<file path="src/rtl/uart_cmd_pkg.sv">
// Shared constants, state encoding and helpers for the UART command parser.
package uart_cmd_pkg;

    localparam logic [7:0] ASCII_CR   = 8'h0D;
    localparam logic [7:0] ASCII_LF   = 8'h0A;
    localparam logic [7:0] ASCII_SP   = 8'h20;
    localparam logic [7:0] ASCII_W    = 8'h57;
    localparam logic [7:0] ASCII_W_LC = 8'h77;
    localparam logic [7:0] ASCII_R    = 8'h52;
    localparam logic [7:0] ASCII_R_LC = 8'h72;
    localparam logic [7:0] ASCII_K    = 8'h4B;
    localparam logic [7:0] ASCII_Q    = 8'h3F;

    // "K"/"?" + CR LF, or two hex digits + CR LF
    localparam logic [2:0] RESP_LEN_ACK = 3'd3;
    localparam logic [2:0] RESP_LEN_RD  = 3'd4;

    typedef enum logic [3:0] {
        S_IDLE,
        S_ADDR_HI,
        S_ADDR_LO,
        S_DATA_HI,
        S_DATA_LO,
        S_TERM,
        S_EXEC,
        S_RD_WAIT,
        S_RESP,
        S_DISCARD
    } state_t;

    function automatic logic is_term(input logic [7:0] b);
        return (b == ASCII_CR) || (b == ASCII_LF);
    endfunction

    function automatic logic [7:0] nib_to_ascii(input logic [3:0] n);
        return (n < 4'd10) ? (8'h30 + {4'h0, n}) : (8'h37 + {4'h0, n});
    endfunction

endpackage

</file>
<file path="src/rtl/uart_hex_codec.sv">
// ASCII hex digit to nibble (with valid flag) and byte to two uppercase ASCII digits.
module uart_hex_codec
    import uart_cmd_pkg::*;
(
    input  logic [7:0] asc_i,
    output logic [3:0] nib_o,
    output logic       nib_vld_o,
    input  logic [7:0] byte_i,
    output logic [7:0] hex_hi_o,
    output logic [7:0] hex_lo_o
);

    logic [7:0] diff;

    // Decode one ASCII character: 0-9, A-F, a-f are legal digits
    always_comb begin
        diff      = 8'h00;
        nib_o     = 4'h0;
        nib_vld_o = 1'b0;
        if (asc_i >= 8'h30 && asc_i <= 8'h39) begin
            diff      = asc_i - 8'h30;
            nib_vld_o = 1'b1;
        end else if (asc_i >= 8'h41 && asc_i <= 8'h46) begin
            diff      = asc_i - 8'h37;
            nib_vld_o = 1'b1;
        end else if (asc_i >= 8'h61 && asc_i <= 8'h66) begin
            diff      = asc_i - 8'h57;
            nib_vld_o = 1'b1;
        end
        nib_o = diff[3:0];
    end

    assign hex_hi_o = nib_to_ascii(byte_i[7:4]);
    assign hex_lo_o = nib_to_ascii(byte_i[3:0]);

endmodule

</file>
<file path="src/rtl/uart_cmd_parser.sv">
// ASCII command parser: "Waadd<term>" writes, "Raa<term>" reads, replies via UART tx.
//
// tx handshake: a byte moves only in a cycle where tx_send=1, and tx_send is
// never raised unless tx_ready=1 that same cycle. tx_data comes straight from
// registers so it never depends on tx_ready.
module uart_cmd_parser #(
    parameter int unsigned TIMEOUT_CYCLES = 4000000,
    parameter int          ECHO_EN        = 0
) (
    input  logic       clk,
    input  logic       rst_n,
    input  logic       rx_valid,
    input  logic [7:0] rx_data,
    input  logic       tx_ready,
    output logic       tx_send,
    output logic [7:0] tx_data,
    output logic       reg_wr,
    output logic       reg_rd,
    output logic [7:0] reg_addr,
    output logic [7:0] reg_wdata,
    input  logic [7:0] reg_rdata,
    output logic       err
);
    import uart_cmd_pkg::*;

    localparam bit          TO_EN    = (TIMEOUT_CYCLES > 0);
    localparam int          TW       = TO_EN ? $clog2(TIMEOUT_CYCLES + 1) : 1;
    localparam logic [TW-1:0] TO_LIMIT = TW'(TIMEOUT_CYCLES);

    state_t          state_q, state_d;
    logic            write_q, write_d;
    logic [7:0]      addr_p_q, addr_p_d;
    logic [7:0]      data_p_q, data_p_d;
    logic [7:0]      reg_addr_q, reg_addr_d;
    logic [7:0]      reg_wdata_q, reg_wdata_d;
    logic [3:0][7:0] resp_q, resp_d;
    logic [2:0]      len_q, len_d;
    logic [1:0]      idx_q, idx_d;
    logic [7:0]      tx_data_q, tx_data_d;
    logic [TW-1:0]   cnt_q, cnt_d;
    logic            err_q, err_d;
    logic            echo_pend_q, echo_pend_d;
    logic [7:0]      echo_byte_q, echo_byte_d;

    logic [3:0] rx_nib;
    logic       rx_hex;
    logic [7:0] rd_hi, rd_lo;
    logic       rx_term, counting, busy, timed_out;
    logic       syntax_err, echo_fire, resp_fire;

    uart_hex_codec u_codec (
        .asc_i    (rx_data),
        .nib_o    (rx_nib),
        .nib_vld_o(rx_hex),
        .byte_i   (reg_rdata),
        .hex_hi_o (rd_hi),
        .hex_lo_o (rd_lo)
    );

    // Next-state, response buffer, timeout counter and strobes
    always_comb begin
        state_d     = state_q;
        write_d     = write_q;
        addr_p_d    = addr_p_q;
        data_p_d    = data_p_q;
        reg_addr_d  = reg_addr_q;
        reg_wdata_d = reg_wdata_q;
        resp_d      = resp_q;
        len_d       = len_q;
        idx_d       = idx_q;
        tx_data_d   = tx_data_q;
        cnt_d       = cnt_q;
        err_d       = 1'b0;
        echo_pend_d = echo_pend_q;
        echo_byte_d = echo_byte_q;
        reg_wr      = 1'b0;
        reg_rd      = 1'b0;
        syntax_err  = 1'b0;

        rx_term   = is_term(rx_data);
        counting  = state_q inside {S_ADDR_HI, S_ADDR_LO, S_DATA_HI, S_DATA_LO, S_TERM, S_DISCARD};
        busy      = state_q inside {S_EXEC, S_RD_WAIT, S_RESP};
        timed_out = TO_EN && counting && !rx_valid && (cnt_q == TO_LIMIT);
        // A pending echo byte goes out ahead of the response.
        echo_fire = echo_pend_q && tx_ready;
        resp_fire = (state_q == S_RESP) && tx_ready && !echo_pend_q;
        tx_send   = echo_fire || resp_fire;

        if (!counting || rx_valid) begin
            cnt_d = '0;
        end else if (TO_EN) begin
            cnt_d = cnt_q + TW'(1);
        end

        case (state_q)
            S_IDLE: begin
                if (rx_valid) begin
                    if (rx_data == ASCII_W || rx_data == ASCII_W_LC) begin
                        write_d = 1'b1;
                        state_d = S_ADDR_HI;
                    end else if (rx_data == ASCII_R || rx_data == ASCII_R_LC) begin
                        write_d = 1'b0;
                        state_d = S_ADDR_HI;
                    end else if (!rx_term && rx_data != ASCII_SP) begin
                        err_d   = 1'b1;
                        state_d = S_DISCARD;
                    end
                end
            end
            S_ADDR_HI: begin
                if (rx_valid) begin
                    if (rx_hex) begin
                        addr_p_d[7:4] = rx_nib;
                        state_d       = S_ADDR_LO;
                    end else begin
                        syntax_err = 1'b1;
                    end
                end
            end
            S_ADDR_LO: begin
                if (rx_valid) begin
                    if (rx_hex) begin
                        addr_p_d[3:0] = rx_nib;
                        state_d       = write_q ? S_DATA_HI : S_TERM;
                    end else begin
                        syntax_err = 1'b1;
                    end
                end
            end
            S_DATA_HI: begin
                if (rx_valid) begin
                    if (rx_hex) begin
                        data_p_d[7:4] = rx_nib;
                        state_d       = S_DATA_LO;
                    end else begin
                        syntax_err = 1'b1;
                    end
                end
            end
            S_DATA_LO: begin
                if (rx_valid) begin
                    if (rx_hex) begin
                        data_p_d[3:0] = rx_nib;
                        state_d       = S_TERM;
                    end else begin
                        syntax_err = 1'b1;
                    end
                end
            end
            S_TERM: begin
                if (rx_valid) begin
                    if (rx_term) begin
                        reg_addr_d = addr_p_q;
                        if (write_q) begin
                            reg_wdata_d = data_p_q;
                        end
                        state_d = S_EXEC;
                    end else begin
                        syntax_err = 1'b1;
                    end
                end
            end
            S_EXEC: begin
                if (write_q) begin
                    reg_wr    = 1'b1;
                    resp_d    = {8'h00, ASCII_LF, ASCII_CR, ASCII_K};
                    len_d     = RESP_LEN_ACK;
                    idx_d     = 2'd0;
                    tx_data_d = ASCII_K;
                    state_d   = S_RESP;
                end else begin
                    reg_rd  = 1'b1;
                    state_d = S_RD_WAIT;
                end
            end
            S_RD_WAIT: begin
                resp_d    = {ASCII_LF, ASCII_CR, rd_lo, rd_hi};
                len_d     = RESP_LEN_RD;
                idx_d     = 2'd0;
                tx_data_d = rd_hi;
                state_d   = S_RESP;
            end
            S_RESP: begin
                if (resp_fire) begin
                    if ({1'b0, idx_q} == len_q - 3'd1) begin
                        idx_d   = 2'd0;
                        state_d = S_IDLE;
                    end else begin
                        idx_d     = idx_q + 2'd1;
                        tx_data_d = resp_q[idx_q + 2'd1];
                    end
                end
            end
            S_DISCARD: begin
                if (rx_valid && rx_term) begin
                    resp_d    = {8'h00, ASCII_LF, ASCII_CR, ASCII_Q};
                    len_d     = RESP_LEN_ACK;
                    idx_d     = 2'd0;
                    tx_data_d = ASCII_Q;
                    state_d   = S_RESP;
                end
            end
            default: state_d = S_IDLE;
        endcase

        // A bad byte that is itself a terminator already ends the frame, so
        // answer "?" at once instead of waiting for a second terminator.
        if (syntax_err) begin
            err_d = 1'b1;
            if (rx_term) begin
                resp_d    = {8'h00, ASCII_LF, ASCII_CR, ASCII_Q};
                len_d     = RESP_LEN_ACK;
                idx_d     = 2'd0;
                tx_data_d = ASCII_Q;
                state_d   = S_RESP;
            end else begin
                state_d = S_DISCARD;
            end
        end

        if (timed_out) begin
            err_d   = 1'b1;
            state_d = S_IDLE;
        end

        // Overrun: byte arrives while a command is executing or replying.
        if (rx_valid && busy) begin
            err_d = 1'b1;
        end

        // Single-byte echo slot; a newer byte overwrites one not yet sent.
        if (echo_fire) begin
            echo_pend_d = 1'b0;
        end
        if (ECHO_EN != 0 && rx_valid && !busy) begin
            echo_pend_d = 1'b1;
            echo_byte_d = rx_data;
        end
    end

    // State and datapath registers
    always_ff @(posedge clk or negedge rst_n) begin
        if (!rst_n) begin
            state_q     <= S_IDLE;
            write_q     <= 1'b0;
            addr_p_q    <= 8'h00;
            data_p_q    <= 8'h00;
            reg_addr_q  <= 8'h00;
            reg_wdata_q <= 8'h00;
            resp_q      <= '0;
            len_q       <= RESP_LEN_ACK;
            idx_q       <= 2'd0;
            tx_data_q   <= 8'h00;
            cnt_q       <= '0;
            err_q       <= 1'b0;
            echo_pend_q <= 1'b0;
            echo_byte_q <= 8'h00;
        end else begin
            state_q     <= state_d;
            write_q     <= write_d;
            addr_p_q    <= addr_p_d;
            data_p_q    <= data_p_d;
            reg_addr_q  <= reg_addr_d;
            reg_wdata_q <= reg_wdata_d;
            resp_q      <= resp_d;
            len_q       <= len_d;
            idx_q       <= idx_d;
            tx_data_q   <= tx_data_d;
            cnt_q       <= cnt_d;
            err_q       <= err_d;
            echo_pend_q <= echo_pend_d;
            echo_byte_q <= echo_byte_d;
        end
    end

    assign tx_data   = echo_pend_q ? echo_byte_q : tx_data_q;
    assign reg_addr  = reg_addr_q;
    assign reg_wdata = reg_wdata_q;
    assign err       = err_q;

endmodule

</file>
<file path="config.mk">
export PLATFORM = sky130hd
export DESIGN_NAME = uart_cmd_parser
export DESIGN_NICKNAME = d
export VERILOG_FILES = /design/src/rtl/uart_cmd_pkg.sv /design/src/rtl/uart_hex_codec.sv /design/src/rtl/uart_cmd_parser.sv
export SDC_FILE = /design/constraint.sdc
export NUM_CORES = 1
export LEC_CHECK = 0
export ABC_AREA = 1
export CAP_MARGIN = 30
export CORE_MARGIN = 3
export CORE_UTILIZATION = 53
export CTS_CLUSTER_SIZE = 24
export DETAILED_ROUTE_END_ITERATION = 8
export GPL_TIMING_DRIVEN = 0
export PLACE_DENSITY = 0.77
export SYNTH_ARGS = -nofsm -noshare
export SYNTH_HDL_FRONTEND = slang
export SYNTH_SLANG_ARGS = --single-unit
</file>
<file path="constraint.sdc">
create_clock -name clk -period 1.71 [get_ports clk]
set_input_delay 0.342 -clock clk [delete_from_list [all_inputs] [get_ports clk]]
set_output_delay 0.342 -clock clk [all_outputs]
set_load 0.1 [all_outputs]
</file>
Word level (Yosys, flattened, before mapping)
Cells that the tools add are included.
Widths: inputs -> output; s select.
{"block": "word_totals", "ff_bits": 105}
{"block": "op_classes", "n_mux": 77, "reduce_logical": 29, "n_eq_ne": 33, "add_sub_neg": 10, "magnitude_cmp": 9}
{"operator": "$mux 32", "count": 4}
{"operator": "$pmux 32 s3", "count": 1}
{"operator": "$mux 4", "count": 23}
{"operator": "$mux 8", "count": 9}
{"operator": "$ne 4x4->1 const B", "count": 12}
{"operator": "$pmux 4 s10", "count": 1}
{"operator": "$eq 8x7->1 const B", "count": 4}
{"operator": "$pmux 8 s4", "count": 1}
{"operator": "$add 6x4->7 const A", "count": 4}
{"operator": "$add 22x1->22 const B", "count": 1}
{"operator": "$eq 22x22->1 const B", "count": 1}
{"operator": "$mux 1", "count": 22}
{"operator": "$mux 22", "count": 1}
{"operator": "$reduce_and 3->1", "count": 6}
{"operator": "$bmux 8 s2", "count": 1}
{"operator": "$eq 4x3->1 const B", "count": 4}
{"operator": "$eq 8x4->1 const B", "count": 2}
{"operator": "$ge 8x7->1 const B", "count": 2}
{"operator": "$le 8x7->1 const B", "count": 2}
{"operator": "$mux 3", "count": 5}
{"operator": "$reduce_and 15->1", "count": 1}
{"operator": "$mux 2", "count": 6}
{"operator": "$logic_and 1x1->1", "count": 9}
{"operator": "$pmux 3 s3", "count": 1}
{"operator": "other kinds (25)", "count": 35}

Longest topological paths before layout
{"block": "depth", "ltp_word": 12, "depth_mapped": 14, "mapped_depth_nobuf": 13}

Hierarchy
Synthesis repeated with hierarchy kept, for this count alone.
{"block": "hier_totals", "hier_cells": 775, "hier_area_um2": 6017.0}
{"module": "uart_cmd_parser", "cells_each": 703, "seq_area_each_um2": 2630.0, "n_inst": 1, "area_per_inst_um2": 5632.9}
{"module": "uart_hex_codec", "cells_each": 72, "seq_area_each_um2": 0.0, "n_inst": 1, "area_per_inst_um2": 384.1}

Worst setup path after synthesis
OpenSTA, ideal clock, no wires.
{"block": "synth_timing", "path_type": "reg-to-reg", "start": "register state_q[3]", "end": "register len_q[0]", "required_ns": 1.638, "synth_period_minus_slack_ns": 2.757, "path_buffers": 1, "t_arrival_ns": 2.685, "setup_slack_ns": -1.047, "stages_incl_launch_ff": 11, "path_cell_list": "dfrtp_1 -> buf_6 -> inv_2 -> nand2_4 -> nor2_4 -> nand2_2 -> nor2_1 -> nor2_1 -> nand2_1 -> inv_2 -> o21ai_1"}
{"block": "synth_via", "elab_chain_cells": 4}
{"item": "from (decl)", "line": "uart_cmd_parser.sv:30", "text": "state_t state_q, state_d;"}
{"item": "from (signal assigned)", "line": "uart_cmd_parser.sv:259", "text": "state_q <= state_d;"}
{"item": "$eq 4x1->1 (tied with other cells)", "line": "uart_cmd_parser.sv:95", "text": "case (state_q)"}
{"item": "$reduce_or 4->1 (no source line) / $pmux 3 s3 (equally long branches)"}
{"item": "$pmux 1 s2 / $mux 3 (equally long branches)", "line": "uart_cmd_parser.sv:95, uart_cmd_parser.sv:210"}
{"item": "$mux 3 (*)", "line": "uart_cmd_parser.sv:208", "text": "if (syntax_err) begin"}
{"item": "via len_d[0]", "line": "uart_cmd_parser.sv:37", "text": "logic [2:0] len_q, len_d;"}
{"item": "to (signal assigned)", "line": "uart_cmd_parser.sv:266", "text": "len_q <= len_d;"}
{"item": "to (decl)", "line": "uart_cmd_parser.sv:37"}
Mark *: on every way through the listed nets, which the timed path passes. The rest lies on a longest branch.
A chain may end at the register's enable or synchronous reset.

Final worst setup path
{"block": "layout_timing", "start": "register state_q[2]", "end": "register state_q[1]"}
{"block": "layout_via", "elab_chain_cells": 6}
{"item": "$eq 4x1->1 (tied with other cells)", "line": "uart_cmd_parser.sv:81, uart_cmd_parser.sv:95"}
{"item": "$reduce_bool 6->1", "line": "uart_cmd_parser.sv:81", "text": "counting = state_q inside {S_ADDR_HI, S_ADDR_LO, S_DATA_HI, S_DATA_LO, S_TERM, S_DISCARD};"}
{"item": "$logic_and 1x1->1 (2 in series)", "line": "uart_cmd_parser.sv:83", "text": "timed_out = TO_EN && counting && !rx_valid && (cnt_q == TO_LIMIT);"}
{"item": "$ne 6x6->1 (no source line) (tied with other cells)"}
{"item": "$reduce_and 15->1 (no source line)"}
Parallel ways exist; a longest one is shown, timed or not.

==> results.json <==
{
  "status": "complete, but fails checks",
  "failed_checks": "negative setup slack",
  "regToRegEndpoint": "state_q[1]$_DFFE_PN0P_",
  "synth_top_area_cell": "dfrtp_1",
  "cts_tree": "built",
  "cts_root_buf": "clkbuf_8",
  "synth.most_common_cell": "nand2_1",
  "num_vias": 5945,
  "clk_latency_ns": 0.37,
  "fin_nets": 903,
  "ir_drop_mv": 0.574,
  "finalHoldViolCount": 0,
  "dpl.hpwl_um": 9880,
  "setup-tns-final_ns": -8.11,
  "place_ws_ns": -0.927,
  "grt.overflow.total": 0,
  "clkSinkCount": 105,
  "clkTransAtPathRegs_ns": 0.10,
  "numCtsBuffers": 9,
  "drt_pre_antenna_iters": 8,
  "clock_path_buffers": 2,
  "holdCritPathClass": "register to register",
  "die_area_um2": 12000,
  "grt_pass1_vias": 5206,
  "syn2layout_area_growth_pct": 41.5,
  "viasPerCell": 5.86,
  "power_mw": 9.36,
  "synth.area.top_cells": "dfrtp_1 45%, nand2_1 13%, inv_1 6.2%",
  "drv_slew": 0,
  "cp-start-kind": "register",
  "fp-row-count": 37,
  "intPower_mw": 5.08,
  "switching_share": 0.457,
  "diodes": 0,
  "die_x_um": 110,
  "pwr-share-comb": 0.515,
  "finalInstanceArea_um2": 8070,
  "tightest_slew_ns": 0.613,
  "seqPwrFrac": 0.332,
  "final_core_util": 0.778,
  "yosysSeqAreaShare": 0.461,
  "io_buffers": 47,
  "synth_common_cells": "197 x nand2_1, 103 x dfrtp_1, 94 x inv_1",
  "ioPinCount": 48,
  "period_minus_slack_ns": 1.98,
  "setup.worst_path.end": "state_q[1]$_DFFE_PN0P_",
  "synthCells": 738,
  "yosysWarningCount": 0,
  "antenna_found_initial": 0,
  "crit_arrival_ns": 2.28,
  "grt_first_pass_wirelength_um": 24800,
  "cp-startpoint": "state_q[2]$_DFFE_PN0P_",
  "wirelength_um": 18200,
  "min_period_over_period": 1.16,
  "dpl_cell_area_um2": 6400,
  "cp_max_fo": 4,
  "r2r_start": "state_q[2]$_DFFE_PN0P_",
  "p_switching_mw": 4.28,
  "die_y_um": 110,
  "first_iter_violations": 527,
  "rsz0062_at_grt": "yes",
  "max_freq_mhz": 506,
  "leakagePower_nw": 4.09,
  "synth-edff-count": 0,
  "end_kind": "register",
  "drc": 0,
  "async_flop_share": 1.00,
  "required_ns": 2.02,
  "gp_congestion": 0.920,
  "grt_max_degree": 60,
  "syn_avg_cell_area_um2": 7.72,
  "max_slew_margin": 0.591,
  "power_frac_clock": 0.153,
  "syn-num-nets": 767,
  "worst-setup-path-type": "register to register",
  "synth_top_area_share": 0.452,
  "antenna_left": 0,
  "post_drt_wl_per_cell_um": 17.9,
  "start_util": 0.550,
  "synth_ff_type": "dfrtp_1",
  "coreArea_um2": 10400,
  "cts_max_level": 3,
  "drive_above_1_share": 0.349,
  "regToRegSetupSlack_ns": -0.27,
  "gr-usage-all-layers": 0.262,
  "setup_violations": 65,
  "powerDensity_nw_per_um2": 1160,
  "drv_cap": 0,
  "ys_types": 42,
  "worst_slack_ns": -0.267,
  "r2r_cells": 10,
  "hold_depth": 2,
  "synth-seq-cells": 105,
  "finClkSkew_ns": 0.0108,
  "synth_area_um2": 5700
}
==> power by group through the flow <==
stage          sequential (mW)  combinational (mW)  clock [mW]
6_report                  3.11                4.82        1.43
4_1_cts                   3.03                3.77        1.45
3_5_place_dp              3.06                3.16           0
3_3_place_gp              3.06                3.10           0
5_1_grt                   3.13                5.07        1.56
2_1_floorplan             3.56                1.85           0
==> how the worst min path moves through the flow <==
stage	slack, ns	endpoint	from
3_5_place_dp	0.39	reg_wdata[0]$_DFFE_PN0P_	rst_n
4_1_cts	0.48	reg_addr[3]$_DFFE_PN0P_	reg_addr[3]$_DFFE_PN0P_
2_1_floorplan	0.05	addr_p_q[0]$_DFFE_PN0P_	rst_n
5_1_grt	0.50	reg_wdata[6]$_DFFE_PN0P_	reg_wdata[6]$_DFFE_PN0P_
3_3_place_gp	0.45	reg_addr[3]$_DFFE_PN0P_	reg_addr[3]$_DFFE_PN0P_
6_report	0.48	reg_addr[0]$_DFFE_PN0P_	reg_addr[0]$_DFFE_PN0P_
==> cells in the final DEF, fill, tap and decap left out, drive strengths merged, types with 2 or more instances in the layout <==
| cell type | netlist | layout |
|---|---|---|
| a211oi | 3 | 3 |
| a21oi | 38 | 38 |
| buf | 13 | 94 |
| clkbuf | 3 | 17 |
| clkdlybuf4s15 | 0 | 22 |
| clkdlybuf4s50 | 0 | 11 |
| clkinv | 0 | 5 |
| clkinvlp | 0 | 3 |
| dfrtp | 103 | 103 |
| dfstp | 2 | 2 |
| dlymetal6s2s | 0 | 4 |
| ha | 9 | 9 |
| inv | 109 | 107 |
| mux2 | 8 | 8 |
| nand2 | 204 | 204 |
| nand3 | 54 | 54 |
| nand3b | 4 | 4 |
| nand4 | 9 | 9 |
| nor2 | 75 | 75 |
| nor3 | 14 | 14 |
| o2111ai | 3 | 3 |
| o211ai | 3 | 3 |
| o21a | 7 | 7 |
| o21ai | 54 | 54 |
| o221ai | 2 | 2 |
| o22ai | 12 | 12 |
| xnor2 | 2 | 2 |
| xor2 | 2 | 2 |
==> flip-flops by register name, indices dropped and copies added, names as in the netlist, 3 cells and up <==
name and count:
addr_p_q 8, cnt_q 22, data_p_q 8, len_q 3
reg_addr 8, reg_wdata 8, resp_q 32, state_q 4
tx_data_q 8
==> cells by family after synthesis <==
logic type / share of synthesized area
AO/OA/AOI/OAI: 0.125
buffers and inverters: 0.0889
flip-flops: 0.461
XOR/XNOR: 0.00615
AND/OR/NAND/NOR: 0.283
adder cells (fa/ha/maj): 0.0198
multiplexers: 0.0158
==> what timing repair did <==
action | in CTS | in global routing
resized for setup | 188 | 169
endpoints found under the setup margin | 120 | 102
endpoints found under the hold margin | 33 | 0
buffers inserted | 32 | 43
pin swaps | 22 | 41
cloned | 4 | 2
hold buffers | 1 | 0
==> worst max-delay path: stages (launching register included) <==
cell,delay (ns)
dfrtp_2,0.49
buf_4,0.17
nor2_4,0.21
nand2_1,0.19
nor2_4,0.18
nand2_1,0.11
o21ai_0,0.15
o21ai_0,0.17
nor2_1,0.12
nand2_1,0.06
nand2_1,0.07
==> per-layer routing <==
layer  global-route usage  share of wire
met2                0.444           0.49
met5                    0              0
met1                0.334           0.38
met3               0.0399          0.074
met4                0.110          0.063
==> final cells by class <==
cell class / instances / area [um2]
multi-input cells: 508 / 3190
flip-flops and latches: 105 / 2640
fillers: 610 / 2300
repair buffers: 128 / 1300
inverters: 109 / 463
well taps: 136 / 170
clock buffers: 11 / 141
plain buffers: 12 / 119
clock inverters: 5 / 31.3
repair inverters: 1 / 7.51
==> stage by stage <==
stage | hold slack (ns) | cells
4_1_cts | 0.481 | 974
3_3_place_gp | 0.453 | 921
2_1_floorplan | 0.0464 | 738
3_5_place_dp | 0.388 | 922
5_1_grt | 0.504 | 1015
6_report | 0.483 | 1015
Power figures use the tool's default switching activity.
